<file path="src/rtl/sipo_pkg.sv">
// Shared definitions for the serial-in/parallel-out receive stage:
// output FSM state encoding and the bit-counter width helper.
package sipo_pkg;

    localparam logic ST_EMPTY = 1'b0;
    localparam logic ST_FULL  = 1'b1;

    // A 1-bit counter is still needed for the smallest legal word (2 bits).
    function automatic int CNT_W(input int width);
        return (width < 2) ? 1 : $clog2(width);
    endfunction

endpackage

</file>
<file path="src/rtl/dff_en_clr.sv">
// Single-bit D flip-flop with async active-low reset, synchronous clear
// (dominant over enable) and clock enable. One link of the shift chain.
module dff_en_clr (
    input  logic clk,
    input  logic rst_n,
    input  logic i_clr,
    input  logic i_en,
    input  logic i_d,
    output logic o_q
);

    logic r_q;

    always_ff @(posedge clk or negedge rst_n) begin
        if (!rst_n) begin
            r_q <= 1'b0;
        end else if (i_clr) begin
            r_q <= 1'b0;
        end else if (i_en) begin
            r_q <= i_d;
        end
    end

    assign o_q = r_q;

endmodule

</file>
<file path="src/rtl/sipo_shift_register.sv">
// Serial-in/parallel-out receiver: collects WIDTH qualified bits MSB-first and
// offers each completed word on a valid/ready output with a sticky overrun flag.
module sipo_shift_register
    import sipo_pkg::*;
#(
    parameter int WIDTH = 8
) (
    input  logic             clk,
    input  logic             rst_n,
    input  logic             sync_clear,
    input  logic             din,
    input  logic             din_valid,
    output logic [WIDTH-1:0] dout,
    output logic             dout_valid,
    input  logic             dout_ready,
    output logic             overrun
);

    localparam int             CW       = CNT_W(WIDTH);
    localparam logic [CW-1:0]  CNT_LAST = CW'(WIDTH - 1);

    logic [WIDTH-1:0] w_sr;
    logic [WIDTH-1:0] w_word;
    logic             w_complete;
    logic [CW-1:0]    r_cnt;
    logic [WIDTH-1:0] r_dout;
    logic             r_overrun;
    logic             r_state;
    logic             w_next_state;
    logic             w_load;
    logic             w_ovr_set;

    // The next shift value doubles as the completed word on the final bit.
    assign w_word     = {w_sr[WIDTH-2:0], din};
    assign w_complete = din_valid && (r_cnt == CNT_LAST);

    for (genvar i = 0; i < WIDTH; i++) begin : g_chain
        dff_en_clr u_bit (
            .clk   (clk),
            .rst_n (rst_n),
            .i_clr (sync_clear),
            .i_en  (din_valid),
            .i_d   (w_word[i]),
            .o_q   (w_sr[i])
        );
    end

    always_ff @(posedge clk or negedge rst_n) begin
        if (!rst_n) begin
            r_cnt <= '0;
        end else if (sync_clear) begin
            r_cnt <= '0;
        end else if (din_valid) begin
            r_cnt <= (r_cnt == CNT_LAST) ? '0 : r_cnt + CW'(1);
        end
    end

    always_ff @(posedge clk or negedge rst_n) begin
        if (!rst_n) begin
            r_state <= ST_EMPTY;
        end else if (sync_clear) begin
            r_state <= ST_EMPTY;
        end else begin
            r_state <= w_next_state;
        end
    end

    // A completion while FULL replaces dout only if the old word leaves this edge.
    always_comb begin
        w_next_state = r_state;
        w_load       = 1'b0;
        w_ovr_set    = 1'b0;
        case (r_state)
            ST_EMPTY: begin
                if (w_complete) begin
                    w_next_state = ST_FULL;
                    w_load       = 1'b1;
                end
            end
            ST_FULL: begin
                if (w_complete && dout_ready) begin
                    w_load = 1'b1;
                end else if (w_complete) begin
                    w_ovr_set = 1'b1;
                end else if (dout_ready) begin
                    w_next_state = ST_EMPTY;
                end
            end
            default: w_next_state = ST_EMPTY;
        endcase
    end

    always_ff @(posedge clk or negedge rst_n) begin
        if (!rst_n) begin
            r_dout    <= '0;
            r_overrun <= 1'b0;
        end else if (sync_clear) begin
            r_dout    <= '0;
            r_overrun <= 1'b0;
        end else begin
            if (w_load) begin
                r_dout <= w_word;
            end
            if (w_ovr_set) begin
                r_overrun <= 1'b1;
            end
        end
    end

    assign dout       = r_dout;
    assign dout_valid = (r_state == ST_FULL);
    assign overrun    = r_overrun;

endmodule

</file>
<file path="config.mk">
export PLATFORM = sky130hd
export DESIGN_NAME = sipo_shift_register
export DESIGN_NICKNAME = d
export VERILOG_FILES = /design/src/rtl/sipo_pkg.sv /design/src/rtl/dff_en_clr.sv /design/src/rtl/sipo_shift_register.sv
export SDC_FILE = /design/constraint.sdc
export NUM_CORES = 1
export LEC_CHECK = 0
export BUFFER_PORTS_ARGS = -buffer_cell sky130_fd_sc_hd__buf_2
export CAP_MARGIN = 0
export CORE_UTILIZATION = 53
export CTS_CLUSTER_SIZE = 16
export DETAILED_ROUTE_END_ITERATION = 7
export GPL_TIMING_DRIVEN = 0
export HOLD_SLACK_MARGIN = 0.08
export PLACE_DENSITY = 0.74
export SYNTH_ARGS = -nofsm -noshare
export SYNTH_HDL_FRONTEND = slang
export SYNTH_SLANG_ARGS = --single-unit
</file>
<file path="constraint.sdc">
create_clock -name clk -period 1.6 [get_ports clk]
set_clock_uncertainty 0.05 [all_clocks]
set_input_delay 0.32 -clock clk [delete_from_list [all_inputs] [get_ports clk]]
set_output_delay 0.32 -clock clk [all_outputs]
set_load 0.01 [all_outputs]
</file>
==> impl_results.md <==
- Post-CTS setup buffers: 0
- Critical Path Fanout Max: 8
- Hold path cells: 3
- N_diodes: 0
- Initial antenna violation count: 0
- Wire length per cell: 13.0 um
- Total gr overflow: 0
- Number of global-route vias before repair: around 650
- Largest net degree at the start of global routing: 21
- Detailed Routing Iterations Pass 1: 3
- TritonCTS clock tree: yes
- Root Driver: clkbuf_4
- Hold_sp: din
- I/O Buffers: 13
- Crit path from: r_cnt[0]$_DFFE_PN0P_
- DP Worst Slack: around 0.16 ns
- Layout cells sized above 1: 0.250
- DRC viols: 0
- Final wirelength: ~1600 um
- Clock sink total: 20
- CP startpoint kind: flip-flop
- Die area: around 0.0020 mm2
- Setup-failing EPs final: 0
- P_leak: approximately 0.54 nW
- RSZ-0062 raised after global routing: false
- Hpwl dp: about 1100 um
- Global-route wire length before repair: approximately 2700 um
- Final Util: 0.677
- Data required, critical path: approximately 1.8 ns
- Run status: finished clean
- Vias: between 500 and 600
- Min cycle time layout: approximately 1.5 ns
- Die X: between 40 and 50 um
- Placer Congestion: between 0.6 and 0.7
- Critical path's top delay family: adder cells
- Register area share after synthesis: 0.526
- Nets@finish: roughly 110
- EDFF count, synth: 0
- Max-slew violation count: 0
- Via density: between 4 and 5
- Clock-pin slew on the worst setup and hold paths: ~0.11 ns
- Crit path cell chain: ha_1 > ha_1 > nand2_4 > nor2_8 > mux2i_1
- Synth top area share: 0.526
- Critical path type: flip-flop to flip-flop
- Post-synth cell types: 13
- Post-synth top area cell: dfrtp_1
- Post-Syn Area: roughly 950 um2
- CP dominant cell by count: ha_1
- Slack of the critical path: around 0.14 ns
- Cts bufs inserted: 3
- Worst setup EP type: flip-flop
- Core area: approximately 0.0016 mm2
- Sequential cell area: 500 um2
- Top post-synthesis cells by area: dfrtp_1, mux2i_1, nand2b_1, nor2_1, ha_1
- Most frequent cell after synthesis: dfrtp_1
- Maximum VDD drop: about 600 uV
- Mapped Nets: 87
- Crit path DAT: approximately 1.6 ns
- Most used DFF post-synth: dfrtp_1
- Number of synthesized register bits: 20
- Worst hold path class: input pin to flip-flop
- Top Ports: 16
- # rows: 14
- Synth top cells by count: dfrtp_1, mux2i_1, nand2b_1, nor2_1
- Delay of the slowest cell on the worst path: roughly 0.38 ns
- Chip Height: approximately 44 um
- Crit. path cell count: 5
- Initial core utilization: 0.597
- Clock latency on the worst-skew pair: 0.30 ns
- # resized after CTS: 0
- Asr flop ratio synth: 1.00
- GRT Total Usage: 0.193
- Fillers: 139
- RR Startpoint: r_cnt[0]$_DFFE_PN0P_
- Area occupied by multi-input gates: 410 um2
- PwrDens: approximately 770 mW/mm2
- Setup TNS: 0 ns
- WP buf/inv: 0
- Clock tree buffer depth: 2
- Yosys warns: 0
- Routed Antenna Nets: 0
- Cells after synthesis: a little under 80
- Slew @ Worst Pin: 0.444 ns
- Crit-path slowest cell: dfrtp_1
- Final Hold Fails: 0
- Max Fclk: about 700 MHz
- Mean Syn Cell Area: around 12 um2
- P&R area growth vs syn: 13.4%
- Slew HR: 0.704
- Period utilization: 0.912
- Max-cap violations: 0
- Reg2Reg Depth: 5
- H-tree Lvls: 1
- Initial drt markers: 2
-- worst reg2reg max path: cells and delay by family (launching register included) --
kind	cells	cell delay [ns]
fa+ha+maj	2	0.41
flops	1	0.38
mux	1	0.22
simple gates	2	0.31
-- sequential cells by signal, summed over array words and instances (netlist names) --
name / cells
dout_valid: 1
dout: 8
r_cnt: 3
g_chain.u_bit.o_q: 7
overrun: 1
-- stage by stage --
stage / total power, W / instances / instance area, um2 / hold WS (ns)
global placement: 0.000594 / 116 / 1050 / 0.238
global route: 0.000853 / 120 / 1080 / 0.225
detailed placement: 0.000596 / 116 / 1050 / 0.247
floorplan: 0.000572 / 79 / 951 / -0.0256
finish: 0.000826 / 120 / 1080 / 0.240
CTS: 0.000831 / 120 / 1080 / 0.226
-- cells in the final DEF, fill, tap and decap left out --
master         Yosys  layout
clkbuf_4           0       3
buf_2              2      15
nand2b_1          16      16
dfrtp_1           20      20
nor2b_4            1       1
a21oi_1            1       1
buf_6              2       2
ha_1               2       2
dlygate4sd3_1      0       1
mux2i_1           18      18
a31oi_1            1       1
nor2_8             1       1
nand2_4            1       1
buf_4              1       1
nor2_1            13      13
-- routing by layer --
layer  GRT usage  vias to the layer above  share of wire
met3      0.0245                        2          0.017
li1            -                      297              -
met4       0.109                        0         0.0058
met1       0.239                      288           0.47
met2       0.326                       10           0.51
met5           0                        -              0
-- layout make-up --
class                      instances  share of cell area
tap                               24              0.0278
timing repair buffer              14              0.0696
buffer                             5              0.0371
sequential                        20               0.464
clock buffer                       3              0.0209
multi-input combinational         54               0.381
-- repair_timing --
| item | in CTS | in global routing |
|---|---|---|
| endpoints found under the hold margin | 20 | 0 |
| endpoints found under the setup margin | 0 | 0 |
| hold buffers | 1 | 0 |
-- final timing paths --
check	end	slack (ns)
worst max-delay path	dout[7]$_DFFE_PN0P_	0.14
worst min-delay path	dout[0]$_DFFE_PN0P_	0.24
worst max register to register	dout[7]$_DFFE_PN0P_	0.14
worst min register to register	overrun$_DFFE_PN0P_	0.45
max in group asynchronous	dout[7]$_DFFE_PN0P_	0.76
min in group asynchronous	dout[4]$_DFFE_PN0P_	0.43
-- where the power goes --
group	switching (W)	internal (W)	total [W]
logic	0.0000374	0.0000313	0.0000687
clock network	0.000152	0.0000877	0.000239
registers	0.00000553	0.000513	0.000518
-- cells by family after synthesis --
family,share of synthesized area
adders and majority gates,0.0263
muxes,0.189
and+or+nand+nor,0.204
DFF,0.526
AOI/OAI and AO/OA,0.0118
buffers and inverters,0.0421
Power figures use the tool's default switching activity.
